File: src/rtl/alu_pkg.sv
// Shared ALU definitions: the 4-bit Execute ALU opcode, RISC-V major opcodes,
// and operand-select encodings used between the decoder and the ID/EX stage.
package alu_pkg;

  typedef enum logic [3:0] {
    ALU_ADD  = 4'b0000,
    ALU_SUB  = 4'b0001,
    ALU_XOR  = 4'b0010,
    ALU_OR   = 4'b0011,
    ALU_AND  = 4'b0100,
    ALU_SLL  = 4'b0101,
    ALU_SRL  = 4'b0110,
    ALU_SRA  = 4'b0111,
    ALU_SLT  = 4'b1000,
    ALU_SLTU = 4'b1001
  } alu_op_e;

  localparam logic [6:0] OPC_RTYPE  = 7'b0110011;
  localparam logic [6:0] OPC_IALU   = 7'b0010011;
  localparam logic [6:0] OPC_LOAD   = 7'b0000011;
  localparam logic [6:0] OPC_STORE  = 7'b0100011;
  localparam logic [6:0] OPC_JALR   = 7'b1100111;
  localparam logic [6:0] OPC_BRANCH = 7'b1100011;
  localparam logic [6:0] OPC_LUI    = 7'b0110111;
  localparam logic [6:0] OPC_AUIPC  = 7'b0010111;
  localparam logic [6:0] OPC_JAL    = 7'b1101111;

  localparam logic [6:0] F7_BASE = 7'b0000000;
  localparam logic [6:0] F7_ALT  = 7'b0100000;

  typedef enum logic [1:0] {
    SRCA_ZERO = 2'd0,
    SRCA_RS1  = 2'd1,
    SRCA_PC   = 2'd2
  } srca_sel_e;

  typedef enum logic [1:0] {
    SRCB_ZERO = 2'd0,
    SRCB_RS2  = 2'd1,
    SRCB_IMM  = 2'd2
  } srcb_sel_e;

  // funct3 -> ALU op; alt selects sub (000) or arithmetic shift (101)
  function automatic alu_op_e funct3_op(input logic [2:0] f3, input logic alt);
    alu_op_e op;
    case (f3)
      3'b000:  op = alt ? ALU_SUB : ALU_ADD;
      3'b001:  op = ALU_SLL;
      3'b010:  op = ALU_SLT;
      3'b011:  op = ALU_SLTU;
      3'b100:  op = ALU_XOR;
      3'b101:  op = alt ? ALU_SRA : ALU_SRL;
      3'b110:  op = ALU_OR;
      default: op = ALU_AND;
    endcase
    return op;
  endfunction

endpackage

File: src/rtl/alu_decoder.sv
// Combinational decode of a RISC-V instruction word into an ALU opcode,
// operand selects and an illegal flag. Illegal encodings fall back to add
// with both operands forced to zero.
module alu_decoder
  import alu_pkg::*;
(
  input  logic [31:0] i_instr,
  output alu_op_e     o_alu_op,
  output srca_sel_e   o_sel_a,
  output srcb_sel_e   o_sel_b,
  output logic        o_illegal
);

  logic [6:0] w_opcode;
  logic [2:0] w_funct3;
  logic [6:0] w_funct7;
  logic       w_unused_instr;

  assign w_opcode = i_instr[6:0];
  assign w_funct3 = i_instr[14:12];
  assign w_funct7 = i_instr[31:25];
  // Register and rd fields are irrelevant to ALU control.
  assign w_unused_instr = ^i_instr[24:15] ^ ^i_instr[11:7];

  // Decode opcode/funct fields; illegal encodings override to a zeroed add.
  always_comb begin
    o_alu_op  = ALU_ADD;
    o_sel_a   = SRCA_ZERO;
    o_sel_b   = SRCB_ZERO;
    o_illegal = 1'b0;
    case (w_opcode)
      OPC_RTYPE: begin
        o_sel_a  = SRCA_RS1;
        o_sel_b  = SRCB_RS2;
        o_alu_op = funct3_op(w_funct3, w_funct7 == F7_ALT);
        if (!((w_funct7 == F7_BASE) ||
              ((w_funct7 == F7_ALT) && ((w_funct3 == 3'b000) || (w_funct3 == 3'b101)))))
          o_illegal = 1'b1;
      end
      OPC_IALU: begin
        o_sel_a  = SRCA_RS1;
        o_sel_b  = SRCB_IMM;
        // No subi: alt only matters for the right-shift funct3.
        o_alu_op = funct3_op(w_funct3, (w_funct3 == 3'b101) && (w_funct7 == F7_ALT));
        if ((w_funct3 == 3'b001) && (w_funct7 != F7_BASE))
          o_illegal = 1'b1;
        if ((w_funct3 == 3'b101) && (w_funct7 != F7_BASE) && (w_funct7 != F7_ALT))
          o_illegal = 1'b1;
      end
      OPC_LOAD, OPC_STORE, OPC_JALR: begin
        o_sel_a = SRCA_RS1;
        o_sel_b = SRCB_IMM;
      end
      OPC_BRANCH: begin
        o_sel_a = SRCA_RS1;
        o_sel_b = SRCB_RS2;
        case (w_funct3[2:1])
          2'b00:   o_alu_op = ALU_SUB;
          2'b10:   o_alu_op = ALU_SLT;
          2'b11:   o_alu_op = ALU_SLTU;
          default: o_illegal = 1'b1;
        endcase
      end
      OPC_LUI: begin
        o_sel_b = SRCB_IMM;
      end
      OPC_AUIPC, OPC_JAL: begin
        o_sel_a = SRCA_PC;
        o_sel_b = SRCB_IMM;
      end
      default: o_illegal = 1'b1;
    endcase
    if (o_illegal) begin
      o_alu_op = ALU_ADD;
      o_sel_a  = SRCA_ZERO;
      o_sel_b  = SRCB_ZERO;
    end
  end

endmodule

File: src/rtl/id_ex_alu_ctrl.sv
// ID/EX pipeline register for ALU control: decodes the Decode-stage
// instruction, muxes operands and registers them for Execute. All outputs
// come straight from flops. Per-edge priority: reset > flush > stall > load.
module id_ex_alu_ctrl
  import alu_pkg::*;
#(
  parameter int M = 32
) (
  input  logic         clk,
  input  logic         reset,
  input  logic         StallE,
  input  logic         FlushE,
  input  logic         ValidD,
  input  logic [31:0]  InstrD,
  input  logic [M-1:0] RD1D,
  input  logic [M-1:0] RD2D,
  input  logic [M-1:0] ImmExtD,
  input  logic [M-1:0] PCD,
  output logic [3:0]   ALUOpCodeE,
  output logic [M-1:0] SrcAE,
  output logic [M-1:0] SrcBE,
  output logic         ValidE,
  output logic         IllegalE
);

  alu_op_e     w_alu_op;
  srca_sel_e   w_sel_a;
  srcb_sel_e   w_sel_b;
  logic        w_illegal;
  logic [M-1:0] w_src_a;
  logic [M-1:0] w_src_b;

  alu_op_e      r_alu_op;
  logic [M-1:0] r_src_a;
  logic [M-1:0] r_src_b;
  logic         r_valid;
  logic         r_illegal;

  alu_decoder u_dec (
    .i_instr  (InstrD),
    .o_alu_op (w_alu_op),
    .o_sel_a  (w_sel_a),
    .o_sel_b  (w_sel_b),
    .o_illegal(w_illegal)
  );

  // Operand muxes driven by the decoder selects.
  always_comb begin
    w_src_a = '0;
    w_src_b = '0;
    case (w_sel_a)
      SRCA_RS1: w_src_a = RD1D;
      SRCA_PC:  w_src_a = PCD;
      default:  w_src_a = '0;
    endcase
    case (w_sel_b)
      SRCB_RS2: w_src_b = RD2D;
      SRCB_IMM: w_src_b = ImmExtD;
      default:  w_src_b = '0;
    endcase
  end

  // ID/EX register: reset and flush load a bubble, stall holds, else load.
  always_ff @(posedge clk) begin
    if (reset || FlushE) begin
      r_alu_op  <= ALU_ADD;
      r_src_a   <= '0;
      r_src_b   <= '0;
      r_valid   <= 1'b0;
      r_illegal <= 1'b0;
    end else if (!StallE) begin
      r_alu_op  <= w_alu_op;
      r_src_a   <= w_src_a;
      r_src_b   <= w_src_b;
      r_valid   <= ValidD;
      r_illegal <= ValidD & w_illegal;
    end
  end

  assign ALUOpCodeE = r_alu_op;
  assign SrcAE      = r_src_a;
  assign SrcBE      = r_src_b;
  assign ValidE     = r_valid;
  assign IllegalE   = r_illegal;

endmodule

File: config.mk
export PLATFORM = sky130hd
export DESIGN_NAME = id_ex_alu_ctrl
export DESIGN_NICKNAME = d
export VERILOG_FILES = /design/src/rtl/alu_pkg.sv /design/src/rtl/alu_decoder.sv /design/src/rtl/id_ex_alu_ctrl.sv
export SDC_FILE = /design/constraint.sdc
export NUM_CORES = 1
export LEC_CHECK = 0
export BUFFER_PORTS_ARGS = -buffer_cell sky130_fd_sc_hd__buf_2
export CORE_ASPECT_RATIO = 0.75
export CORE_UTILIZATION = 45
export CTS_BUF_LIST = sky130_fd_sc_hd__clkbuf_16
export DETAILED_ROUTE_END_ITERATION = 16
export PLACE_DENSITY = 0.86
export SYNTH_ARGS = -nofsm -noshare
export SYNTH_HDL_FRONTEND = slang
export SYNTH_SLANG_ARGS = --single-unit
File: constraint.sdc
create_clock -name clk -period 5.5 [get_ports clk]
set_input_delay 1.375 -clock clk [delete_from_list [all_inputs] [get_ports clk]]
set_output_delay 1.375 -clock clk [all_outputs]
set_load 0.02 [all_outputs]
After elaboration in Yosys (flattened, before gate mapping). Cells that the tools add are included.

Logic and storage cells: 67. Latch bits: 0. Bits of input ports: 165. Bits in registers: 70. Bits in writable memories: 0. Output and inout bits: 70. ROM bits: 0. Memories: 0.

Bitwise operators: 1. Eq/ne operators: 23. Reduce and logical (&&, ||, !) cells: 18. Multiplexer cells: 20. Order comparisons: 0. Multiply operators: 0. Divide/modulo/power cells: 0. Shifts and indexed selects: 0. $add $sub $neg: 0.

Operators by type and width (count): case mux 32 bit (2 select lines) (2); case mux 4 bit (7 select lines) (2); equality test 7 x 6 -> 1 bit, second input constant (4); case mux 4 bit (3 select lines) (2); equality test 7 bit, second input constant (3); equality test 7 x 5 -> 1 bit, second input constant (2); OR reduction 6 bit (2); equality test 3 bit, second input constant (3); equality test 2 bit, second input constant (4); two-way mux 1 bit (8); case mux 2 bit (2 select lines) (2); equality test 7 x 2 -> 1 bit, second input constant (1); logical NOT 7 bit (1); inequality test 7 x 6 -> 1 bit, second input constant (1); nonzero test 7 bit (1); OR reduction 7 bit (1); equality test 3 x 2 -> 1 bit, second input constant (2); logical AND 1 bit (5); equality test 2 x 1 -> 1 bit, second input constant (2); two-way mux 2 bit (2); two-way mux 4 bit (1); case mux 1 bit (4 select lines) (1); OR reduction 2 bit (2); equality test 3 x 1 -> 1 bit, second input constant (1); other kinds (5) (7).

Depth between registers and ports, before layout.
Depth in word-level cells: 9. Mapped depth: 12. Gate-level depth less buffers: 10.

Cells and area by module. From an unflattened synthesis, not the netlist that was laid out.

Cell total of the unflattened synthesis: 314. Area total of the unflattened synthesis: 3534.6 um^2.

By module, submodules not included: id_ex_alu_ctrl (cells an instance 252, area each 3066.7 um^2, instances 1, sequential area each 1401.3 um^2); alu_decoder (cells an instance 62, area each 467.9 um^2, instances 1, sequential area each 0.0 um^2).

Least setup slack after synthesis. Ideal clock, no wire load.

Kind: input -> register. Start point: input InstrD[26]. End point: register r_src_b[13], in the netlist SrcBE[13]. Required time: 5372 ps. Library setup time: 128 ps. Buffers on the path: 2. Data arrival time: 3270 ps. Slack: 2102 ps. Cell stages on the path: 11. Cells stage by stage: nor4_2 -> nand2_1 -> o211ai_2 -> nand4_1 -> buf_6 -> or2_1 -> ha_1 -> clkbuf_1 -> a22o_1 -> a22oi_1 -> nor2_1.

Cells in the longest elaborated chain, start to end: 8. Elaborated cells on any way between the ends: 17. Those cells by class: eq/ne (4); mux (6); reduce/logical (7).

Ends and longest elaborated chain: start, declared (RTL line id_ex_alu_ctrl.sv:14) `input logic [31:0] InstrD,`; nonzero test 7 bit or equality test 7 x 6 -> 1 bit (tied branches) (RTL line alu_decoder.sv:45, alu_decoder.sv:47, alu_decoder.sv:37); logical AND 1 bit (on tied branches) (RTL line alu_decoder.sv:45, alu_decoder.sv:47, alu_decoder.sv:37); two-way mux 1 bit (tied with other cells) (RTL line alu_decoder.sv:45) `if ((w_funct3 == 3'b001) && (w_funct7 != F7_BASE))`; two-way mux 1 bit (on tied branches) (RTL line alu_decoder.sv:47, alu_decoder.sv:36); case mux 1 bit (4 select lines) (*) (RTL line alu_decoder.sv:31) `case (w_opcode)`; two-way mux 2 bit (*) (RTL line alu_decoder.sv:73) `if (o_illegal) begin`; equality test 2 bit or equality test 2 x 1 -> 1 bit (tied branches) (RTL line id_ex_alu_ctrl.sv:56) `case (w_sel_b)`; case mux 32 bit (2 select lines) (*) (RTL line id_ex_alu_ctrl.sv:56); end signal, assigned (RTL line id_ex_alu_ctrl.sv:74) `r_src_b <= w_src_b;`; end, declared (RTL line id_ex_alu_ctrl.sv:35) `logic [M-1:0] r_src_b;`.

Mark *: on every way between the ends. The rest lies on a longest branch, timed or not. A chain may end at the register's enable or synchronous reset.

Final worst setup path.
Start point: input InstrD[26]. End point: register r_src_b[27], in the netlist SrcBE[27].

The elaborated chain is that of the path after synthesis.

==> impl_results.md <==
- Minimum clock period: ~4.2 ns
- R2R Setup Slk: between 4 and 5 ns
- Root Driver: clkbuf_16
- Total negative setup slack: 0 ns
- CTS resizes: 0
- All-layer global routing usage: 26.49%
- Initial Util: 48.18%
- Largest net degree at the start of global routing: 44
- Peak Freq: ~0.24 GHz
- WL/cell: 15.25 µm
- Count of final max-slew check failures: 0
- Die area: a little under 8000 µm²
- Power Density: about 240 nW/µm²
- Die X: roughly 100 µm
- Synth top area cells: dfxtp_1, a22o_1, a22oi_1, nor2_1, clkbuf_1
- GP Congestion: 0.8920
- Mapped Nets: ~550
- Initial antenna violation count: 0
- Final Hold Viols: 0
- Core area: between 7000 and 8000 µm²
- Final setup viols: 0
- Synthesized area per cell: 8.886 µm²
- LEAKAGE: between 2 and 2.5 nW
- Top cell type's share of synthesized area: around two fifths
- Layout area overhead: 41.46%
- WS Path Type: in -> reg
- Grt ovf: 0
- RSZ-0062 raised after global routing: no
- Fraction of registers with async set/reset: 0%
- Final setup margin: roughly 1.3 ns
- DR DRC count: 0
- Clock Latency Late Sink: approximately 0.31 ns
- Slew margin rel.: 19.63%
- Router iterations before antenna repair: 4
- Mapped Cells: between 300 and 400
- Post-CTS setup buffer count: 0
- Most frequent cells after synthesis: nor2_1, dfxtp_1, a22oi_1
- Final period utilization: around 76%
- Synthesized area: ~3400 µm²
- Worst Path Buf+Inv: 1
- H-tree levels: 3
- DP Wirelength: between 7000 and 8000 µm
- Clock slew at reported path FFs: around 0.06 ns
- Final WL: approximately 10000 µm
- Site Rows: 26
- CTS Hold Bufs: 0
- Clock skew: 0 ns
- Crit end category: flip-flop
- IO Pins: between 200 and 250
- Diode count: 0
- CP max FO: 32
- Post-DR vias/cell: 5.521
- Routed Antenna Nets: 0
- Die Height: about 77 µm
- Fillcell total: 603
- # clock sinks: 70
- Status: complete, no violations
- Slowest stage delay, CP: 1.00 ns
- Most frequent cell after synthesis: nor2_1
- VDD IR max: 0.1621 mV
- Layout cell share with drive strength beyond 1: a little over two fifths
- Critical Path RT: 5.76 ns
- Number of global-route vias before repair: around 3600
- Nets@finish: ~750
- CTS tree: built
- Synth Warn #: 0
- Pre-CTS setup slack: slightly above 1 ns
- Port buffer count: roughly 220
- Startpoint Class: input pin
- CP Cell Sequence: buf_2, nor4_2, nand2_1, o211ai_2, nand4_1, a21oi_1, ha_1, a22o_1, a22oi_1, nor2_1
- Synth Register Bits: 70
- First-pass GRT wire length: between 15000 and 20000 µm
- Worst slew pin tran: ~1.2 ns
- First DRT Iteration DRCs: 147
- Number of distinct library cells after synthesis: 40
- HP Class: reg -> reg
- Via count: 3771
- CP delay by family, top: simple AND/OR/NAND/NOR gates
- CP arrival: ~4.4 ns
- Yosys top cell by area: dfxtp_1
- Number of synthesized flops with an enable pin: 0
- Seq/Total Area, Yosys: about two fifths
- Max_cap viols: 0
- Clk buf depth: 2
- Top FF cell, synth: dfxtp_1
- Num CTS Buffers: 9
- Slowest stage cell, crit path: ha_1
-- routing by layer --
layer	track usage, %	share of wire [%]	wire length [µm]	vias to the layer above
met5	0	0	0	-
met4	10.00	1.8	185	0
met1	30.53	40	4119	1747
li1	-	-	-	1827
met3	6.381	7.2	755	18
met2	46.78	51	5359	179
-- cell type report --
class                           count  area [µm²]  area share [%]
Clock buffer                        9       225.2           4.702
Inverter                            5       18.77          0.3918
Clock inverter                      7       63.81           1.332
Sequential cell                    70        1401           29.26
Timing Repair Buffer              223        1126           23.51
Multi-Input combinational cell    271        1832           38.24
Tap cell                           98       122.6           2.560
-- path summary, 6_finish.rpt --
kind | cells after the start | startpoint | end
worst max register to register | 2 | SrcAE[10] | SrcAE[10]
worst max-delay path | 10 | InstrD[26] | SrcBE[27]
worst min-delay path | 2 | ALUOpCodeE[2] | ALUOpCodeE[2]
worst min register to register | 2 | ALUOpCodeE[2] | ALUOpCodeE[2]
-- power breakdown --
group          total, mW  internal, mW  switching (mW)
clock network      0.560         0.348           0.213
logic              0.103        0.0499          0.0527
registers          0.508         0.508        0.000250
-- kinds of logic after synthesis --
group                      count (synthesis)  synth area share, %
AOI/OAI and AO/OA                        148                35.37
buffers and inverters                     40                4.656
muxes                                      1               0.2957
and+or+nand+nor                          114                15.34
adders and majority gates                  8                2.957
DFF                                       70                41.39
-- layout by cell type (no fill, tap or decap), types with 4 or more instances in the layout --
| cell type | n |
|---|---|
| buf_4 | 4 |
| nor2_1 | 76 |
| inv_1 | 5 |
| a22oi_1 | 65 |
| a21oi_1 | 5 |
| dfxtp_1 | 70 |
| nor2b_1 | 5 |
| buf_2 | 219 |
| ha_1 | 8 |
| clkbuf_16 | 9 |
| a22o_1 | 64 |
| nand2_1 | 8 |
| nand3_1 | 6 |
-- through the flow --
stage	hold WS (ns)	area, µm²	util, %	total power, mW	std cells
finish	0.4816	4790	68.16	1.171	683
global route	0.5085	4790	68.16	1.220	683
CTS	0.4847	4790	68.16	1.186	683
detailed placement	0.4760	4501	64.05	0.6209	667
global placement	0.4672	4501	64.05	0.6173	667
floorplan	0.5637	3386	-	0.5560	381
-- flip-flops by register name, indices dropped and copies added, names as in the netlist --
name and flops:
SrcBE 32, ALUOpCodeE 4, ValidE 1, SrcAE 32, IllegalE 1
-- worst min-delay path, cell delays in order (launching register included) --
cell	delay [ns]
dfxtp_1	0.31
nand3_1	0.09
o21ai_2	0.05
No activity file was read; power rests on OpenSTA's default activity.
